[src/rtl/simple_8bit_adder_if.sv]
// Bus bundle for simple_8bit_adder: operands, capture strobe, combinational and registered results.
// Ports: master drives a/b/c_in/in_valid and reads results; slave (the adder) does the reverse.
// Optional flag outputs ovf_q/zero_q/neg_q exist only when SIMPLE_8BIT_ADDER_FLAGS_EN is defined.
interface simple_8bit_adder_if #(
  parameter int WIDTH = 8
);
  logic [WIDTH-1:0] a;
  logic [WIDTH-1:0] b;
  logic             c_in;
  logic             in_valid;
  logic [WIDTH-1:0] s;
  logic             c_out;
  logic [WIDTH-1:0] s_q;
  logic             c_out_q;
  logic             out_valid;
`ifdef SIMPLE_8BIT_ADDER_FLAGS_EN
  logic             ovf_q;
  logic             zero_q;
  logic             neg_q;
`endif

  modport master (
    output a, b, c_in, in_valid,
    input  s, c_out, s_q, c_out_q, out_valid
`ifdef SIMPLE_8BIT_ADDER_FLAGS_EN
    , input ovf_q, zero_q, neg_q
`endif
  );

  modport slave (
    input  a, b, c_in, in_valid,
    output s, c_out, s_q, c_out_q, out_valid
`ifdef SIMPLE_8BIT_ADDER_FLAGS_EN
    , output ovf_q, zero_q, neg_q
`endif
  );
endinterface

[src/rtl/simple_8bit_adder.sv]
// Purpose: ripple-carry adder {c_out,s} = a+b+c_in with a registered copy and valid strobe.
// Latency: s/c_out combinational; s_q/c_out_q/out_valid one clk after in_valid.
// Backpressure: none, every in_valid strobe is captured.
// Ports: clk, rst (async, active-high); bus (slave modport) carries a, b, c_in, in_valid,
//        s, c_out, s_q, c_out_q, out_valid.
// Optional: define SIMPLE_8BIT_ADDER_FLAGS_EN to add registered ovf_q, zero_q, neg_q.
module simple_8bit_adder #(
  parameter int WIDTH = 8
) (
  input  logic                clk,
  input  logic                rst,
  simple_8bit_adder_if.slave  bus
);

  logic [WIDTH:0]   carry;
  logic [WIDTH-1:0] sum;

  // Ripple chain of full-adder cells; carry[0] is the carry-in, carry[WIDTH] the carry-out.
  always_comb begin
    carry    = '0;
    sum      = '0;
    carry[0] = bus.c_in;
    for (int i = 0; i < WIDTH; i++) begin
      sum[i]     = bus.a[i] ^ bus.b[i] ^ carry[i];
      carry[i+1] = (bus.a[i] & bus.b[i]) | (carry[i] & (bus.a[i] ^ bus.b[i]));
    end
  end

  assign bus.s     = sum;
  assign bus.c_out = carry[WIDTH];

  logic [WIDTH-1:0] sum_d,  sum_q;
  logic             cout_d, cout_q;
  logic             vld_d,  vld_q;
`ifdef SIMPLE_8BIT_ADDER_FLAGS_EN
  logic             ovf_d,  ovf_q;
  logic             zero_d, zero_q;
  logic             neg_d,  neg_q;
`endif

  // Result registers hold between strobes; the valid strobe is a pure one-cycle echo.
  always_comb begin
    sum_d  = sum_q;
    cout_d = cout_q;
    vld_d  = bus.in_valid;
`ifdef SIMPLE_8BIT_ADDER_FLAGS_EN
    ovf_d  = ovf_q;
    zero_d = zero_q;
    neg_d  = neg_q;
`endif
    if (bus.in_valid) begin
      sum_d  = sum;
      cout_d = carry[WIDTH];
`ifdef SIMPLE_8BIT_ADDER_FLAGS_EN
      // Signed overflow: operands share a sign that the result does not.
      ovf_d  = (bus.a[WIDTH-1] == bus.b[WIDTH-1]) && (sum[WIDTH-1] != bus.a[WIDTH-1]);
      zero_d = (sum == '0);
      neg_d  = sum[WIDTH-1];
`endif
    end
  end

  always_ff @(posedge clk or posedge rst) begin
    if (rst) begin
      sum_q  <= '0;
      cout_q <= 1'b0;
      vld_q  <= 1'b0;
`ifdef SIMPLE_8BIT_ADDER_FLAGS_EN
      ovf_q  <= 1'b0;
      zero_q <= 1'b0;
      neg_q  <= 1'b0;
`endif
    end else begin
      sum_q  <= sum_d;
      cout_q <= cout_d;
      vld_q  <= vld_d;
`ifdef SIMPLE_8BIT_ADDER_FLAGS_EN
      ovf_q  <= ovf_d;
      zero_q <= zero_d;
      neg_q  <= neg_d;
`endif
    end
  end

  assign bus.s_q       = sum_q;
  assign bus.c_out_q   = cout_q;
  assign bus.out_valid = vld_q;
`ifdef SIMPLE_8BIT_ADDER_FLAGS_EN
  assign bus.ovf_q     = ovf_q;
  assign bus.zero_q    = zero_q;
  assign bus.neg_q     = neg_q;
`endif

endmodule

[src/flat_wrapper.sv]
// flat-port wrapper written by rule: the top's interface ports become plain ports
module simple_8bit_adder_flat 
#(
  parameter int WIDTH = 8
)
  (clk, rst, bus_a, bus_b, bus_c_in, bus_in_valid, bus_s, bus_c_out, bus_s_q, bus_c_out_q, bus_out_valid);
  simple_8bit_adder_if #(.WIDTH(WIDTH)) bus_i ();
  input  logic clk;
  input  logic rst;
  input wire logic [$bits(bus_i.a)-1:0] bus_a;
  input wire logic [$bits(bus_i.b)-1:0] bus_b;
  input wire logic [$bits(bus_i.c_in)-1:0] bus_c_in;
  input wire logic [$bits(bus_i.in_valid)-1:0] bus_in_valid;
  output wire logic [$bits(bus_i.s)-1:0] bus_s;
  output wire logic [$bits(bus_i.c_out)-1:0] bus_c_out;
  output wire logic [$bits(bus_i.s_q)-1:0] bus_s_q;
  output wire logic [$bits(bus_i.c_out_q)-1:0] bus_c_out_q;
  output wire logic [$bits(bus_i.out_valid)-1:0] bus_out_valid;
  assign bus_i.a = bus_a;
  assign bus_i.b = bus_b;
  assign bus_i.c_in = bus_c_in;
  assign bus_i.in_valid = bus_in_valid;
  assign bus_s = bus_i.s;
  assign bus_c_out = bus_i.c_out;
  assign bus_s_q = bus_i.s_q;
  assign bus_c_out_q = bus_i.c_out_q;
  assign bus_out_valid = bus_i.out_valid;
  simple_8bit_adder #(.WIDTH(WIDTH)) u_core (.clk(clk), .rst(rst), .bus(bus_i));
endmodule
[config.mk]
export PLATFORM = sky130hd
export DESIGN_NAME = simple_8bit_adder_flat
export DESIGN_NICKNAME = d
export VERILOG_FILES = /design/src/rtl/simple_8bit_adder_if.sv /design/src/rtl/simple_8bit_adder.sv /design/src/flat_wrapper.sv
export SDC_FILE = /design/constraint.sdc
export NUM_CORES = 1
export LEC_CHECK = 0
export BUFFER_PORTS_ARGS = -buffer_cell sky130_fd_sc_hd__buf_2
export CAP_MARGIN = 20
export CORE_MARGIN = 2
export CORE_UTILIZATION = 42
export CTS_CLUSTER_DIAMETER = 150
export CTS_CLUSTER_SIZE = 28
export DETAILED_ROUTE_END_ITERATION = 7
export PLACE_DENSITY = 0.83
export SLEW_MARGIN = 10
export SYNTH_ARGS = -nofsm -noshare
export SYNTH_HDL_FRONTEND = slang
export SYNTH_SLANG_ARGS = --single-unit
[constraint.sdc]
create_clock -name clk -period 6.95 [get_ports clk]
set_clock_uncertainty 0.05 [all_clocks]
set_input_delay 0.3475 -clock clk [delete_from_list [all_inputs] [get_ports clk]]
set_output_delay 0.3475 -clock clk [all_outputs]
set_load 0.05 [all_outputs]
==> results.txt <==
The number of buffer cells added on primary ports is 38. The count of synthesis-stage warnings from yosys is 0. The largest voltage drop on the vdd net is between 0.15 and 0.2 mV.

The cell area after placement came out at 769 um^2. The detail-routed net length per standard cell is 11.1 um. Yosys attributes the largest share of cell area to sky130_fd_sc_hd__dfrtp_1 44%, sky130_fd_sc_hd__fa_1 28%, sky130_fd_sc_hd__mux2_4 11%. The final wirelength came out at 1.08 mm.

The final instance area came out at 792 um^2. The total of max-cap violations is 0. The global-route usage over all layers is 0.160. The worst register-to-register path begins at u_core.bus.s_q[0]. The ratio of final minimum period to clock period is 0.618.

The first-pass GRT wire length came out at 1.63 mm. The via count of the routed design is between 400 and 500. The final reports fail on hold timing. The number of antenna violations at the first check in global routing came out at 0.

The floorplan has 13 rows. The final weighted congestion in routability-driven placement is 0.639. TritonCTS built the clock tree. The post-synthesis compound-gate area fraction is 0.0263. The number of fill cells is 117. The largest net degree at the start of global routing came out at 14. The sequential area share after synthesis came out at 0.438.

The diode insertion count for antenna repair is 0. The top-level port count came out at 39. The xor/xnor share of the synthesized area is 0.

In this run the worst hold path is classified as input port to async pin. By area, the combinational part of the netlist is dominated by adder cells. The number of clock buffers inserted by TritonCTS came out at 3. The utilization after layout is 0.616.

The critical path arrival is 3.90 ns. The worst path needs 4.29 ns of the cycle, external delays included. The critical path required time is about 6.6 ns. The adder-cell share of the synthesized area came out at 0.280. Clock tree synthesis selected as its root buffer the cell sky130_fd_sc_hd__clkbuf_4.

The setup slack on the worst flop-to-flop path is between 6 and 7 ns. The CTS sink count came out at 10. The number of pins with negative max-slew slack in the final report is 0.

The mux share of post-synthesis cell area came out at 0.144. Dividing total power by cell area gives a power density of 313 mW/mm^2. In this run the tightest slew margin relative to its limit is 0.763.

STA classifies the critical path startpoint as an input port. The final global-route overflow total came out at 0. The starting utilization of the core area came out at 0.445. The ratio of routed vias to standard cells came out at 4.45. Summed over all cells, the static leakage comes to 0.445 nW. The number of levels in the clock H-tree is 1. The fraction of final layout cells sized beyond drive strength 1 is 0.573.

The number of optimization iterations in the first detailed-route pass came out at 2. The highest clock frequency the design can meet came out at 233 MHz. The simple logic cell fraction of the synthesized area is 0.0197. In this run the critical register-to-register path is captured at u_core.bus.s_q[0]. The worst setup path is of the input port to output pin kind.

The clock-pin transition on the worst setup and hold timing paths came out at 0.06 ns. sky130_fd_sc_hd__dfrtp_1 takes more of the synthesized area than any other cell. Of the post-synthesis cell area, the dominant cell type holds 0.438.

Measured along the x axis, the die boundary spans 40.9 um. In this run the remaining antenna-violating nets after routing total 0. In this run, distinct cell masters in the synthesized netlist total 8. The area of the die came out at 0.00167 mm^2.

The remaining design rule violation count is 0. The number of flip-flops and latches in the synthesized netlist came out at 10. The number of nets in the synthesized netlist is 70. The actual transition at the worst max-transition pin is ~0.36 ns. The depth of the worst register-to-register path came out at 1.

The number of buffers inserted for hold repair after clock tree synthesis came out at 0. The post-layout net count came out at 112. Setup repair after global routing left no endpoint under its margin.

The flow ran to the end, but the final reports show violations. The endpoint class of the critical path is an output pin. The final setup TNS came out at 0 ns. The cell count after synthesis came out at 42. The worst hold slack after final layout is -0.00523 ns. The final hold violation count is 10. In this run the post-CTS setup repair buffer count came out at 0.

The count of endpoints failing setup in the final report came out at 0. The placed wire-length estimate is just over 900 um. The die span in y is 40.9 um. The count of cells resized by post-cts repair is 0. Along the worst path, the maximum fanout reaches 2. The area growth from synthesis to layout is 38.5%. The synthesized cell area is 572 um^2. The via count of the first global-routing pass came out at 411. The core area is about 0.0013 mm^2. The maximum number of buffers from clock root to sink is 2. The DRC violation total after the first TritonRoute iteration came out at 1. The insertion delay of the later-clocked pin in the worst-skew pair came out at 0.25 ns. A synthesized cell averages 13.6 um^2.
==> worst max path at each step <==
stage,from,to,slack (ns)
after floorplan,bus_c_in,bus_s[7],2.88
after global placement,bus_c_in,bus_s[7],2.68
after detailed placement,bus_c_in,bus_s[7],2.63
after CTS,bus_c_in,bus_s[7],2.62
after global routing,bus_c_in,bus_s[7],2.48
final,bus_c_in,bus_s[7],2.66
==> per-stage QoR <==
stage | setup slack, ns | power (mW) | cells
after floorplan | 2.88 | 0.184 | 42
after global placement | 2.68 | 0.210 | 94
after detailed placement | 2.63 | 0.213 | 94
after CTS | 2.62 | 0.251 | 97
after global routing | 2.48 | 0.262 | 97
final | 2.66 | 0.248 | 97
==> kinds of logic (layout without fill, tap and decap cells) <==
family          Yosys count  count (layout)
simple gates              3               3
mux                       6               6
flops                    10              10
buf+inv                  12              52
compound gates            3               3
fa+ha+maj                 8               8
==> cell usage after synthesis (all sizes together) <==
| cell | number |
|---|---|
| dfrtp | 10 |
| a21oi | 3 |
| nor2 | 3 |
| fa | 8 |
| inv | 11 |
| mux2 | 6 |
| buf | 1 |
==> power by group <==
part           switching, mW  internal (mW)  leakage [nW]
registers            0.00555         0.0696         0.115
logic                 0.0998         0.0356         0.316
clock network         0.0178         0.0199        0.0138
==> area by class of cell <==
| class | instances | area (um^2) | share of cell area |
|---|---|---|---|
| inverter | 11 | 41.3 | 0.0521 |
| clock buffer | 3 | 22.5 | 0.0284 |
| multi-input combinational | 20 | 269 | 0.340 |
| sequential | 10 | 250 | 0.316 |
| timing repair buffer | 38 | 190 | 0.240 |
| tap | 15 | 18.8 | 0.0237 |
==> worst max-delay path, stage by stage <==
cell	delay (ns)
sky130_fd_sc_hd__buf_2	0.11
sky130_fd_sc_hd__fa_1	0.40
sky130_fd_sc_hd__inv_1	0.07
sky130_fd_sc_hd__fa_1	0.17
sky130_fd_sc_hd__inv_1	0.05
sky130_fd_sc_hd__fa_1	0.38
sky130_fd_sc_hd__fa_1	0.39
sky130_fd_sc_hd__fa_1	0.40
sky130_fd_sc_hd__fa_1	0.40
sky130_fd_sc_hd__fa_1	0.37
sky130_fd_sc_hd__inv_1	0.07
sky130_fd_sc_hd__fa_1	0.43
sky130_fd_sc_hd__inv_1	0.06
sky130_fd_sc_hd__buf_2	0.25
==> layer usage <==
| layer | vias up | share of wire | global-route usage |
|---|---|---|---|
| met5 | - | 0 | 0 |
| met4 | 0 | 0 | 0.0750 |
| met2 | 24 | 0.49 | 0.281 |
| met1 | 203 | 0.41 | 0.171 |
| met3 | 0 | 0.098 | 0.0489 |
| li1 | 205 | - | - |
==> cell usage in the layout (no fill, tap or decap) <==
cell	count
sky130_fd_sc_hd__dfrtp_1	10
sky130_fd_sc_hd__nor2_1	3
sky130_fd_sc_hd__buf_2	38
sky130_fd_sc_hd__mux2_4	4
sky130_fd_sc_hd__clkbuf_4	3
sky130_fd_sc_hd__inv_1	11
sky130_fd_sc_hd__fa_1	8
sky130_fd_sc_hd__a21oi_1	3
sky130_fd_sc_hd__mux2_2	2
==> sequential cells by signal (all words and copies together), names as in the netlist <==
signal and count:
u_core.bus.out_valid 1, u_core.bus.c_out_q 1, u_core.bus.s_q 8
Note: power is estimated with default switching activity, not from simulation.
